==> config.mk <==
export PLATFORM = sky130hd
export DESIGN_NAME = axi_lite_arbiter
export DESIGN_NICKNAME = d
export VERILOG_FILES = /design/src/rtl/axi_lite_arbiter.sv
export SDC_FILE = /design/constraint.sdc
export NUM_CORES = 1
export LEC_CHECK = 0
export BUFFER_PORTS_ARGS = -buffer_cell sky130_fd_sc_hd__buf_2
export CORE_AREA = 3 3 179 181
export DETAILED_ROUTE_END_ITERATION = 8
export DIE_AREA = 0 0 182 184
export HOLD_SLACK_MARGIN = 0.03
export PLACE_DENSITY = 0.42
export SLEW_MARGIN = 20
export SYNTH_ARGS = -nofsm -noshare
export SYNTH_HDL_FRONTEND = slang
export SYNTH_SLANG_ARGS = --single-unit
==> constraint.sdc <==
create_clock -name aclk -period 2.6 [get_ports aclk]
set_input_delay 0 -clock aclk [delete_from_list [all_inputs] [get_ports aclk]]
set_output_delay 0 -clock aclk [all_outputs]
set_load 0.005 [all_outputs]
==> src/rtl/axi_lite_arbiter.sv <==
// Two-requester to one-completer AXI4-Lite arbiter.
// Read and write paths are arbitrated independently with round-robin priority.
// Each path holds one outstanding transaction and stays locked to its grant
// until the response handshake completes.
module axi_lite_arbiter #(
  parameter int ADDR_WIDTH = 32,
  parameter int DATA_WIDTH = 32
) (
  input  logic                      aclk,
  input  logic                      areset,
  // requester 0
  input  logic [ADDR_WIDTH-1:0]     s0_awaddr,
  input  logic [2:0]                s0_awprot,
  input  logic                      s0_awvalid,
  output logic                      s0_awready,
  input  logic [DATA_WIDTH-1:0]     s0_wdata,
  input  logic [DATA_WIDTH/8-1:0]   s0_wstrb,
  input  logic                      s0_wvalid,
  output logic                      s0_wready,
  output logic [1:0]                s0_bresp,
  output logic                      s0_bvalid,
  input  logic                      s0_bready,
  input  logic [ADDR_WIDTH-1:0]     s0_araddr,
  input  logic [2:0]                s0_arprot,
  input  logic                      s0_arvalid,
  output logic                      s0_arready,
  output logic [DATA_WIDTH-1:0]     s0_rdata,
  output logic [1:0]                s0_rresp,
  output logic                      s0_rvalid,
  input  logic                      s0_rready,
  // requester 1
  input  logic [ADDR_WIDTH-1:0]     s1_awaddr,
  input  logic [2:0]                s1_awprot,
  input  logic                      s1_awvalid,
  output logic                      s1_awready,
  input  logic [DATA_WIDTH-1:0]     s1_wdata,
  input  logic [DATA_WIDTH/8-1:0]   s1_wstrb,
  input  logic                      s1_wvalid,
  output logic                      s1_wready,
  output logic [1:0]                s1_bresp,
  output logic                      s1_bvalid,
  input  logic                      s1_bready,
  input  logic [ADDR_WIDTH-1:0]     s1_araddr,
  input  logic [2:0]                s1_arprot,
  input  logic                      s1_arvalid,
  output logic                      s1_arready,
  output logic [DATA_WIDTH-1:0]     s1_rdata,
  output logic [1:0]                s1_rresp,
  output logic                      s1_rvalid,
  input  logic                      s1_rready,
  // shared downstream completer
  output logic [ADDR_WIDTH-1:0]     m_awaddr,
  output logic [2:0]                m_awprot,
  output logic                      m_awvalid,
  input  logic                      m_awready,
  output logic [DATA_WIDTH-1:0]     m_wdata,
  output logic [DATA_WIDTH/8-1:0]   m_wstrb,
  output logic                      m_wvalid,
  input  logic                      m_wready,
  input  logic [1:0]                m_bresp,
  input  logic                      m_bvalid,
  output logic                      m_bready,
  output logic [ADDR_WIDTH-1:0]     m_araddr,
  output logic [2:0]                m_arprot,
  output logic                      m_arvalid,
  input  logic                      m_arready,
  input  logic [DATA_WIDTH-1:0]     m_rdata,
  input  logic [1:0]                m_rresp,
  input  logic                      m_rvalid,
  output logic                      m_rready
);

  typedef enum logic [1:0] {W_IDLE, W_ADDR, W_RESP} w_state_t;
  typedef enum logic [1:0] {R_IDLE, R_ADDR, R_DATA} r_state_t;

  w_state_t w_state, w_state_nxt;
  r_state_t r_state, r_state_nxt;
  logic     wg, wg_nxt, w_ptr, w_ptr_nxt;
  logic     rg, rg_nxt, r_ptr, r_ptr_nxt;
  logic     aw_done, aw_done_nxt, w_done, w_done_nxt;
  logic     aw_hs, w_hs;

  // Write path registers: state, grant index, tie-break pointer, AW/W completion flags
  always_ff @(posedge aclk) begin
    if (areset) begin
      w_state <= W_IDLE;
      wg      <= 1'b0;
      w_ptr   <= 1'b0;
      aw_done <= 1'b0;
      w_done  <= 1'b0;
    end else begin
      w_state <= w_state_nxt;
      wg      <= wg_nxt;
      w_ptr   <= w_ptr_nxt;
      aw_done <= aw_done_nxt;
      w_done  <= w_done_nxt;
    end
  end

  // Write path next-state and AW/W/B channel steering
  always_comb begin
    w_state_nxt = w_state;
    wg_nxt      = wg;
    w_ptr_nxt   = w_ptr;
    aw_done_nxt = aw_done;
    w_done_nxt  = w_done;
    aw_hs       = 1'b0;
    w_hs        = 1'b0;
    m_awaddr    = '0;
    m_awprot    = '0;
    m_awvalid   = 1'b0;
    m_wdata     = '0;
    m_wstrb     = '0;
    m_wvalid    = 1'b0;
    m_bready    = 1'b0;
    s0_awready  = 1'b0;
    s0_wready   = 1'b0;
    s0_bvalid   = 1'b0;
    s0_bresp    = '0;
    s1_awready  = 1'b0;
    s1_wready   = 1'b0;
    s1_bvalid   = 1'b0;
    s1_bresp    = '0;
    case (w_state)
      W_IDLE: begin
        if (s0_awvalid || s1_awvalid) begin
          wg_nxt      = (s0_awvalid && s1_awvalid) ? w_ptr : s1_awvalid;
          w_state_nxt = W_ADDR;
        end
      end
      W_ADDR: begin
        m_awaddr   = wg ? s1_awaddr : s0_awaddr;
        m_awprot   = wg ? s1_awprot : s0_awprot;
        m_awvalid  = (wg ? s1_awvalid : s0_awvalid) & ~aw_done;
        m_wdata    = wg ? s1_wdata : s0_wdata;
        m_wstrb    = wg ? s1_wstrb : s0_wstrb;
        m_wvalid   = (wg ? s1_wvalid : s0_wvalid) & ~w_done;
        s0_awready = ~wg & m_awready & ~aw_done;
        s1_awready =  wg & m_awready & ~aw_done;
        s0_wready  = ~wg & m_wready & ~w_done;
        s1_wready  =  wg & m_wready & ~w_done;
        aw_hs      = m_awvalid & m_awready;
        w_hs       = m_wvalid & m_wready;
        // AW and W may finish in either order or together; leave once both are in
        if ((aw_done | aw_hs) & (w_done | w_hs)) begin
          w_state_nxt = W_RESP;
          aw_done_nxt = 1'b0;
          w_done_nxt  = 1'b0;
        end else begin
          aw_done_nxt = aw_done | aw_hs;
          w_done_nxt  = w_done | w_hs;
        end
      end
      W_RESP: begin
        m_bready  = wg ? s1_bready : s0_bready;
        s0_bvalid = ~wg & m_bvalid;
        s1_bvalid =  wg & m_bvalid;
        s0_bresp  = wg ? '0 : m_bresp;
        s1_bresp  = wg ? m_bresp : '0;
        if (m_bvalid && m_bready) begin
          w_ptr_nxt   = ~wg;
          w_state_nxt = W_IDLE;
        end
      end
      default: w_state_nxt = W_IDLE;
    endcase
  end

  // Read path registers: state, grant index, tie-break pointer
  always_ff @(posedge aclk) begin
    if (areset) begin
      r_state <= R_IDLE;
      rg      <= 1'b0;
      r_ptr   <= 1'b0;
    end else begin
      r_state <= r_state_nxt;
      rg      <= rg_nxt;
      r_ptr   <= r_ptr_nxt;
    end
  end

  // Read path next-state and AR/R channel steering
  always_comb begin
    r_state_nxt = r_state;
    rg_nxt      = rg;
    r_ptr_nxt   = r_ptr;
    m_araddr    = '0;
    m_arprot    = '0;
    m_arvalid   = 1'b0;
    m_rready    = 1'b0;
    s0_arready  = 1'b0;
    s0_rdata    = '0;
    s0_rresp    = '0;
    s0_rvalid   = 1'b0;
    s1_arready  = 1'b0;
    s1_rdata    = '0;
    s1_rresp    = '0;
    s1_rvalid   = 1'b0;
    case (r_state)
      R_IDLE: begin
        if (s0_arvalid || s1_arvalid) begin
          rg_nxt      = (s0_arvalid && s1_arvalid) ? r_ptr : s1_arvalid;
          r_state_nxt = R_ADDR;
        end
      end
      R_ADDR: begin
        m_araddr   = rg ? s1_araddr : s0_araddr;
        m_arprot   = rg ? s1_arprot : s0_arprot;
        m_arvalid  = rg ? s1_arvalid : s0_arvalid;
        s0_arready = ~rg & m_arready;
        s1_arready =  rg & m_arready;
        if (m_arvalid && m_arready) r_state_nxt = R_DATA;
      end
      R_DATA: begin
        m_rready  = rg ? s1_rready : s0_rready;
        s0_rvalid = ~rg & m_rvalid;
        s1_rvalid =  rg & m_rvalid;
        s0_rdata  = rg ? '0 : m_rdata;
        s1_rdata  = rg ? m_rdata : '0;
        s0_rresp  = rg ? '0 : m_rresp;
        s1_rresp  = rg ? m_rresp : '0;
        if (m_rvalid && m_rready) begin
          r_ptr_nxt   = ~rg;
          r_state_nxt = R_IDLE;
        end
      end
      default: r_state_nxt = R_IDLE;
    endcase
  end

endmodule

# ---- Word-level counts from Yosys, hierarchy flattened
# Index checks and enable logic that the tools add are counted.
dict set report word_totals {
  word_cells 114
  reg_bits 10
  output_inout_bits 193
}
dict set report classes {
  bitwise_logic 25
  mux 56
  n_eq_ne 10
  reduce_logical 15
}
# cell count
set ops {}
lappend ops {{two-way mux 32 bit} 10}
lappend ops {{two-way mux 2 bit} 14}
lappend ops {{two-way mux 1 bit} 24}
lappend ops {{bitwise AND 1 bit} 19}
lappend ops {{two-way mux 3 bit} 4}
lappend ops {{!= test 2 bit, second input constant} 6}
lappend ops {{case mux 2 bit (3 select lines)} 2}
lappend ops {{two-way mux 4 bit} 2}
lappend ops {{AND reduction 2 bit} 4}
lappend ops {{AND reduction 3 bit} 2}
lappend ops {{logical AND 1 bit} 5}
lappend ops {{== test 2 x 1 -> 1 bit, second input constant} 2}
lappend ops {{== test 2 bit, second input constant} 2}
lappend ops {{logical NOT 2 bit} 2}
lappend ops {{NOT 1 bit} 4}
lappend ops {{logical OR 1 bit} 2}
lappend ops {{OR 1 bit} 2}

# ---- Depth between registers and ports, before layout
# Gate-level depths: netlist of the first run.
dict set report logic_depth {
  depth_word 7
  depth_mapped 5
  mapped_depth_nobuf 4
}

# ---- Worst setup path after synthesis of the first run
# No wires, ideal clock.
dict set report synth_path {
  path_type {register to register}
  from {register wg}
  to {register w_state[0]}
  path_slack_ps 1296
  n_path_buf 1
  required_ps 2497
  t_arrival_ps 1200
  path_stages_with_launch 6
  path_cell_list {dfxtp_1 buf_6 mux2_4 nand2_2 a21oi_2 a2111oi_2}
}
dict set report synth_via {
  elab_chain_len 7
  word_cells_on_any_way 14
  cone_classes {2 x eq/ne; 3 x mux; 7 x bitwise; 2 x reduce/logical}
}
# element line_no
set synth_rtl {}
lappend synth_rtl {{start: declaration} 78} ;# logic wg, wg_nxt, w_ptr, w_ptr_nxt;
lappend synth_rtl {{start signal: assignment} 93} ;# wg <= wg_nxt;
lappend synth_rtl {{two-way mux 1 bit (on tied branches)} {134, 137}}
lappend synth_rtl {{bitwise AND 1 bit (on tied branches)} {134, 137}}
lappend synth_rtl {{bitwise AND 1 bit (on tied branches)} {142, 143}}
lappend synth_rtl {{OR 1 bit} 145} ;# if ((aw_done | aw_hs) & (w_done | w_hs)) begin
lappend synth_rtl {{bitwise AND 1 bit} 145}
lappend synth_rtl {{!= test 2 bit (no source line)} n/a}
lappend synth_rtl {{AND reduction 3 bit (no source line) (*)} n/a}
lappend synth_rtl {{end signal: assignment} 92} ;# w_state <= w_state_nxt;
lappend synth_rtl {{end: declaration} 76} ;# w_state_t w_state, w_state_nxt;
# Every way passes the cells marked *; elsewhere a longest branch is shown, timed or not.
# A chain may end at the register's enable or synchronous reset.

# ---- Worst setup path after layout of the first run
dict set report layout_path {
  from {register w_state[1]}
  to {output port m_awaddr[12]}
}
dict set report layout_via {
  elab_chain_len 2
}
# element line_no
set layout_rtl {}
lappend layout_rtl {{== test 2 x 1 -> 1 bit} 124} ;# case (w_state)
lappend layout_rtl {{two-way mux 32 bit} 124}
lappend layout_rtl {{end: declaration} 52} ;# output logic [ADDR_WIDTH-1:0] m_awaddr,
# No other way between the ends.

==> flow_summary_export.csv, run 1 <==
group,metric,value,unit
outcome,status,"finished, final reports clean",
finish,nFillCells,3576,
route,ant_nets,0,
logic_synthesis,seq_area_frac_synth,0.0730,
global_routing,grt_overflow,0,
timing,slew_headroom,0.474,
place,place.port_buffers,457,
critical_path,crit_fanout,39,
finish,finalNonFillerCells,1234,
power_and_ir_drop,p_per_area,229,mW/mm^2
clock_network,ctsResizeCount,0,
critical_path,end_kind,"output pin",
route,drc,0,
clock_network,cts.sinks,10,
power_and_ir_drop,power_leakage,3.16,nW
power_and_ir_drop,peakVddDrop,0.000146,V
finish,seqCellArea,205,um^2
route,wl,16600,um
logic_synthesis,synth_seq_cells,10,
timing,min_period,2.06,ns
power_and_ir_drop,combPwrFrac,0.601,
power_and_ir_drop,seq_power_share,0.147,
global_routing,antenna_found_initial,3,
place,gp_congestion,0.792,
timing,finalSetupTns,0,ns
logic_synthesis,avgSynthCellArea,6.76,um^2
power_and_ir_drop,p_clk_frac,0.252,
global_routing,grt_pass1_wl,23200,um
critical_path,critPathLaunchType,"register",
finish,multi_input_area,0.00235,mm^2
clock_network,cts_buffers,3,
timing,worst_pin_slew,0.789,ns
timing,skew,0.000366,ns
timing,setup_viol,0,
clock_network,cts_tree,"built",
logic_synthesis,netlist_area,0.00274,mm^2
timing,clock.fmax,486,MHz
clock_network,cts_buffer_depth,2,
logic_synthesis,synth_cell_types,36,
route,viasPerCell,3.55,
die,rows,64,
die,ios,458,
timing,finalCritPeriodShare,0.792,
logic_synthesis,synth_cells,406,
power_and_ir_drop,switching_share,0.373,
place,dp_hpwl,14200,um
power_and_ir_drop,p_switching,0.472,mW
timing,hold_viol_final,0,
critical_path,arrival,2.06,ns
logic_synthesis,synth_fp_nets,671,
die,core-area,0.0306,mm^2
global_routing,grt_max_degree,66,
route,drt_pass1_iterations,4,
finish,nets,1103,
global_routing,grt_pass1_vias,4044,
clock_network,clk_latency,0.24,ns
critical_path,path_class,"register to output pin",
die,initial_core_util,0.0897,
timing,rsz0062_at_grt,"no",
clock_network,clkSlewWorstSetupHoldPaths,0.05,ns
timing,finalMaxSlewViolations,0,
min_path,holdCritPathClass,"input port to register",
die,die_w,182,um
logic_synthesis,synth_warnings,0,
clock_network,root_buffer,"clkbuf_16",
die,die_y,184,um
finish,drive_gt1_frac,0.572,
global_routing,track_usage,0.0864,
die,die-area,0.0335,mm^2
route,wl_per_cell,13.4,um
place,placedCellCount,1228,
flow_run,drv_cap,0,
clock_network,h-tree-depth,1,
route,drt-initial-drc-count,138,
finish,syn_to_final_growth,101,%
critical_path,required,2.60,ns
power_and_ir_drop,p_int,0.793,mW
route,vias,4378,
synth_stat cells:
master     count  area share
mux2i_1      108        0.39
and2b_1        1      0.0027
a211o_1        1      0.0032
nor4_1         1      0.0023
a31oi_1        1      0.0023
nand2_1        5      0.0068
clkbuf_1      18       0.025
mux2i_2        1      0.0050
nor3_1         6       0.011
nor4b_1        2      0.0064
buf_4          3      0.0082
a21oi_2        1      0.0032
buf_2         16       0.029
buf_1          1      0.0014
mux2_4         1      0.0055
a22oi_1        1      0.0027
nand3_1        1      0.0018
and2_1        37       0.084
buf_6          1      0.0041
a311oi_1       1      0.0032
dfxtp_1       10       0.073
o21ai_0        1      0.0018
o21ba_2        1      0.0036
nor2_1       123        0.17
and3_1        37       0.084
nor2b_1        5       0.011
a2bb2oi_1      1      0.0032
a21oi_1        3      0.0055
mux2_1         1      0.0041
inv_1          3      0.0041
a2111oi_0      1      0.0032
nand2_2        1      0.0023
o21a_1         1      0.0027
a2111oi_2      1      0.0055
a32oi_1        2      0.0064
nand2b_1       8       0.018
routing by layer:
| metal | track usage | wire (um) |
|---|---|---|
| met2 | 0.154 | 8360 |
| met4 | 0.0158 | 131 |
| met5 | 0 | 27 |
| met1 | 0.110 | 6880 |
| met3 | 0.0152 | 1150 |
power groups by stage:
stage	Clock, mW	Combinational (mW)	Sequential (mW)
after floorplan	0	0.369	0.173
after global placement	0	0.770	0.189
after detailed placement	0	0.771	0.189
after CTS	0.339	0.775	0.186
after global routing	0.344	0.847	0.189
final	0.319	0.760	0.186
placed cells by master (no fill, tap or decap), types with 2 or more instances in the layout:
master     netlist  routed
a21oi_1          3       3
a32oi_1          2       2
and2_1          37      37
and3_1          37      37
buf_2           16     457
buf_4            3       7
clkbuf_16        0       3
dfxtp_1         10       8
inv_1            3       3
mux2i_1        108     108
nand2_1          5       5
nand2b_1         8       7
nor2_1         123     123
nor2b_1          5       4
nor3_1           6       6
nor4b_1          2       2
final timing paths:
| check | startpoint | end | slack [ns] | cells past startpoint |
|---|---|---|---|---|
| worst max-delay path | w_state[1]$_SDFFE_PP0P_ | m_awaddr[12] | 0.54 | 4 |
| worst min-delay path | s1_arvalid | rg$_SDFFE_PP0P_ | 0.08 | 3 |
| worst min register to register | w_ptr$_SDFFE_PP0P_ | w_ptr$_SDFFE_PP0P_ | 0.52 | 2 |
| worst max register to register | w_state[0]$_SDFFE_PP0P_ | w_state[1]$_SDFFE_PP0P_ | 0.97 | 3 |
logic make-up after synthesis:
family / Yosys count / synth area share
AND/OR/NAND/NOR: 227 / 0.400
multiplexers: 111 / 0.409
buffers and inverters: 42 / 0.0716
AO/OA/AOI/OAI: 16 / 0.0465
flip-flops: 10 / 0.0730
critical path, stage by stage, from the launching register on:
cell	delay, ns
dfxtp_1	0.42
nand2b_2	0.67
buf_4	0.45
nor2_1	0.09
buf_2	0.14
cell type report:
cell class | instances | area share
Timing Repair Buffer | 466 | 0.429
Clock buffer | 4 | 0.0161
Tap cell | 396 | 0.0897
Multi-Input combinational cell | 354 | 0.426
Antenna cell | 1 | 0.000453
Inverter | 3 | 0.00204
Sequential cell | 10 | 0.0371
state kept, by name (all words and copies together), names as in the netlist:
signal   cells
r_ptr        1
rg           1
w_ptr        1
w_state      2
aw_done      1
wg           1
r_state      2
w_done       1
stage by stage:
step                      power, mW  setup slack, ns  cell area (um^2)  utilization  hold slack (ns)
after floorplan               0.542             1.30              2740            -           0.0737
after global placement        0.958            0.835              5420        0.177            0.274
after detailed placement      0.960            0.751              5420        0.177            0.279
after CTS                      1.30            0.480              5520        0.181           0.0689
after global routing           1.38            0.324              5520        0.181           0.0872
final                          1.26            0.542              5520        0.181           0.0783
timing repair:
| action | CTS | global route |
|---|---|---|
| hold endpoints to repair | 1 | 0 |
| hold buffers | 1 | 0 |
| setup buffers | 0 | 0 |
Note: power is estimated with default switching activity, not from simulation.
==> inputs of run 2 (changes only) <==
--- a/config.mk
+++ b/config.mk
@@ -6,11 +6,11 @@
 export NUM_CORES = 1
 export LEC_CHECK = 0
 export BUFFER_PORTS_ARGS = -buffer_cell sky130_fd_sc_hd__buf_2
-export CORE_AREA = 3 3 179 181
+export CORE_AREA = 3 3 175 177
 export DETAILED_ROUTE_END_ITERATION = 8
-export DIE_AREA = 0 0 182 184
+export DIE_AREA = 0 0 178 180
 export HOLD_SLACK_MARGIN = 0.03
-export PLACE_DENSITY = 0.42
+export PLACE_DENSITY = 0.43
 export SLEW_MARGIN = 20
 export SYNTH_ARGS = -nofsm -noshare
 export SYNTH_HDL_FRONTEND = slang
==> constraint.sdc (replaced) <==
create_clock -name aclk -period 1.95 [get_ports aclk]
set_input_delay 0 -clock aclk [delete_from_list [all_inputs] [get_ports aclk]]
set_output_delay 0 -clock aclk [all_outputs]
set_load 0.005 [all_outputs]
==> run 2 against run 1 <==
- clock skew hardly changed
- worst setup slack worse by 0.33 ns
- critical path depth is 1 higher
- cell count down 0.32%
- core utilization increased by 0.93 points
- largest cell class unchanged
==> flow_summary_export.csv, run 2 (same netlist as run 1, synthesis figures left out) <==
group,metric,value,unit
power_and_ir_drop,peakVddDrop,0.000179,V
critical_path,end_kind,"output pin",
route,ant_nets,0,
clock_network,cts_buffer_depth,2,
timing,finalSetupTns,0,ns
timing,hold_viol_final,0,
route,wl,16000,um
route,drc,0,
clock_network,cts_tree,"built",
clock_network,clk_latency,0.24,ns
place,placed_cell_area,0.00550,mm^2
critical_path,required,1.95,ns
timing,finalCritPeriodShare,0.894,
timing,finalMaxSlewViolations,0,
critical_path,critPathLaunchType,"register",
finish,finalInstanceArea,0.00558,mm^2
place,dp_hpwl,13900,um
timing,min_period,1.74,ns
finish,final_cell_mix,"buf_2, nor2_1, mux2i_1, and2_1, and3_1",
outcome,status,"finished, final reports clean",
timing,skew,0.000710,ns
clock_network,h-tree-depth,1,
finish,seqCellArea,205,um^2
timing,clock.fmax,574,MHz
finish,final_util,0.190,
global_routing,grt_pass1_vias,4315,
clock_network,ctsHoldBuffers,0,
finish,largestRegisters,"r_state x2, w_state x2",
route,vias,4364,
finish,finalNonFillerCells,1230,
critical_path,r2r_slack,0.46,ns
critical_path,arrival,1.74,ns
power_and_ir_drop,p_per_area,304,mW/mm^2
flow_run,drv_cap,0,
clock_network,cts.sinks,10,
place,place.port_buffers,457,
finish,multi_input_area,0.00235,mm^2
min_path,min-delay-start,"m_rvalid",
timing,fin_ws,0.207,ns
place,gp_congestion,0.905,
global_routing,grt_overflow,0,
timing,worst_pin_slew,0.407,ns
min_path,holdCritPathClass,"input port to register",
finish,drive_gt1_frac,0.575,
finish,nFillCells,3347,
power_and_ir_drop,finalPower,1.70,mW
global_routing,antenna_found_initial,0,
clock_network,root_buffer,"clkbuf_16",
global_routing,grt_most_used_layer,"met2",
die,die-area,0.0320,mm^2
global_routing,grt.met3_usage,0.00866,
clock_network,cts_setup_buffers,0,
timing,rsz0062_at_grt,"no",
timing,setup_viol,0,
finish,syn_to_final_growth,104,%
finish,n_antenna_cell,0,
die,ios,458,
die,die_y,180,um
power_and_ir_drop,power_leakage,3.20,nW
clock_network,clkSlewWorstSetupHoldPaths,0.05,ns
die,rows,63,
timing,slew_headroom,0.729,
global_routing,grtUsageMet2,0.163,
global_routing,grt_max_degree,49,
place,placedCellCount,1226,
global_routing,use_met1,0.114,
route,wl_per_cell,13.0,um
clock_network,ctsResizeCount,0,
critical_path,path_class,"register to output pin",
die,die_w,178,um
route,viasPerCell,3.55,
place,placement.setup.worst_slack,0.453,ns
global_routing,grt_pass1_wl,23300,um
global_routing,track_usage,0.0898,
die,core-area,0.0294,mm^2
die,initial_core_util,0.0933,
timing,whs,0.0636,ns
critical_path,reg2reg_from,"wg$_SDFFE_PP0P_",
route,drt_pass1_iterations,4,
clock_network,cts_buffers,3,
critical_path,startpoint,"wg$_SDFFE_PP0P_",
critical_path,crit_fanout,44,
finish,nets,1106,
finish,final_common_cell,"buf_2",
route,drt-initial-drc-count,171,
[run 2: path summary, 6_finish.rpt]
path / to / cells after the start
worst max register to register: w_state[0]$_SDFFE_PP0P_ / 4
worst min register to register: w_state[0]$_SDFFE_PP0P_ / 1
worst max-delay path: m_awaddr[6] / 5
worst min-delay path: r_ptr$_SDFFE_PP0P_ / 2
[run 2: final cells by class]
| cell class | count | area share |
|---|---|---|
| Clock buffer | 4 | 0.0159 |
| Inverter | 3 | 0.00202 |
| Multi-Input combinational cell | 354 | 0.421 |
| Sequential cell | 10 | 0.0367 |
| Tap cell | 390 | 0.0874 |
| Timing Repair Buffer | 469 | 0.437 |
[run 2: worst max-delay path: stages (launching register included)]
cell     delay [ns]
dfxtp_4        0.51
buf_12         0.32
buf_12         0.22
mux2i_1        0.22
nor2_1         0.06
buf_2          0.13
[run 2: per-layer routing]
metal	wire, um	part of all wire
met1	6850	0.43
met2	7990	0.50
met3	1010	0.063
met4	187	0.012
met5	0	0
[run 2: report_power, final]
| group | switching [mW] | internal, mW | total, mW |
|---|---|---|---|
| clock network | 0.106 | 0.310 | 0.416 |
| registers | 0.0265 | 0.217 | 0.244 |
| logic | 0.491 | 0.547 | 1.04 |
| total | 0.624 | 1.07 | 1.70 |
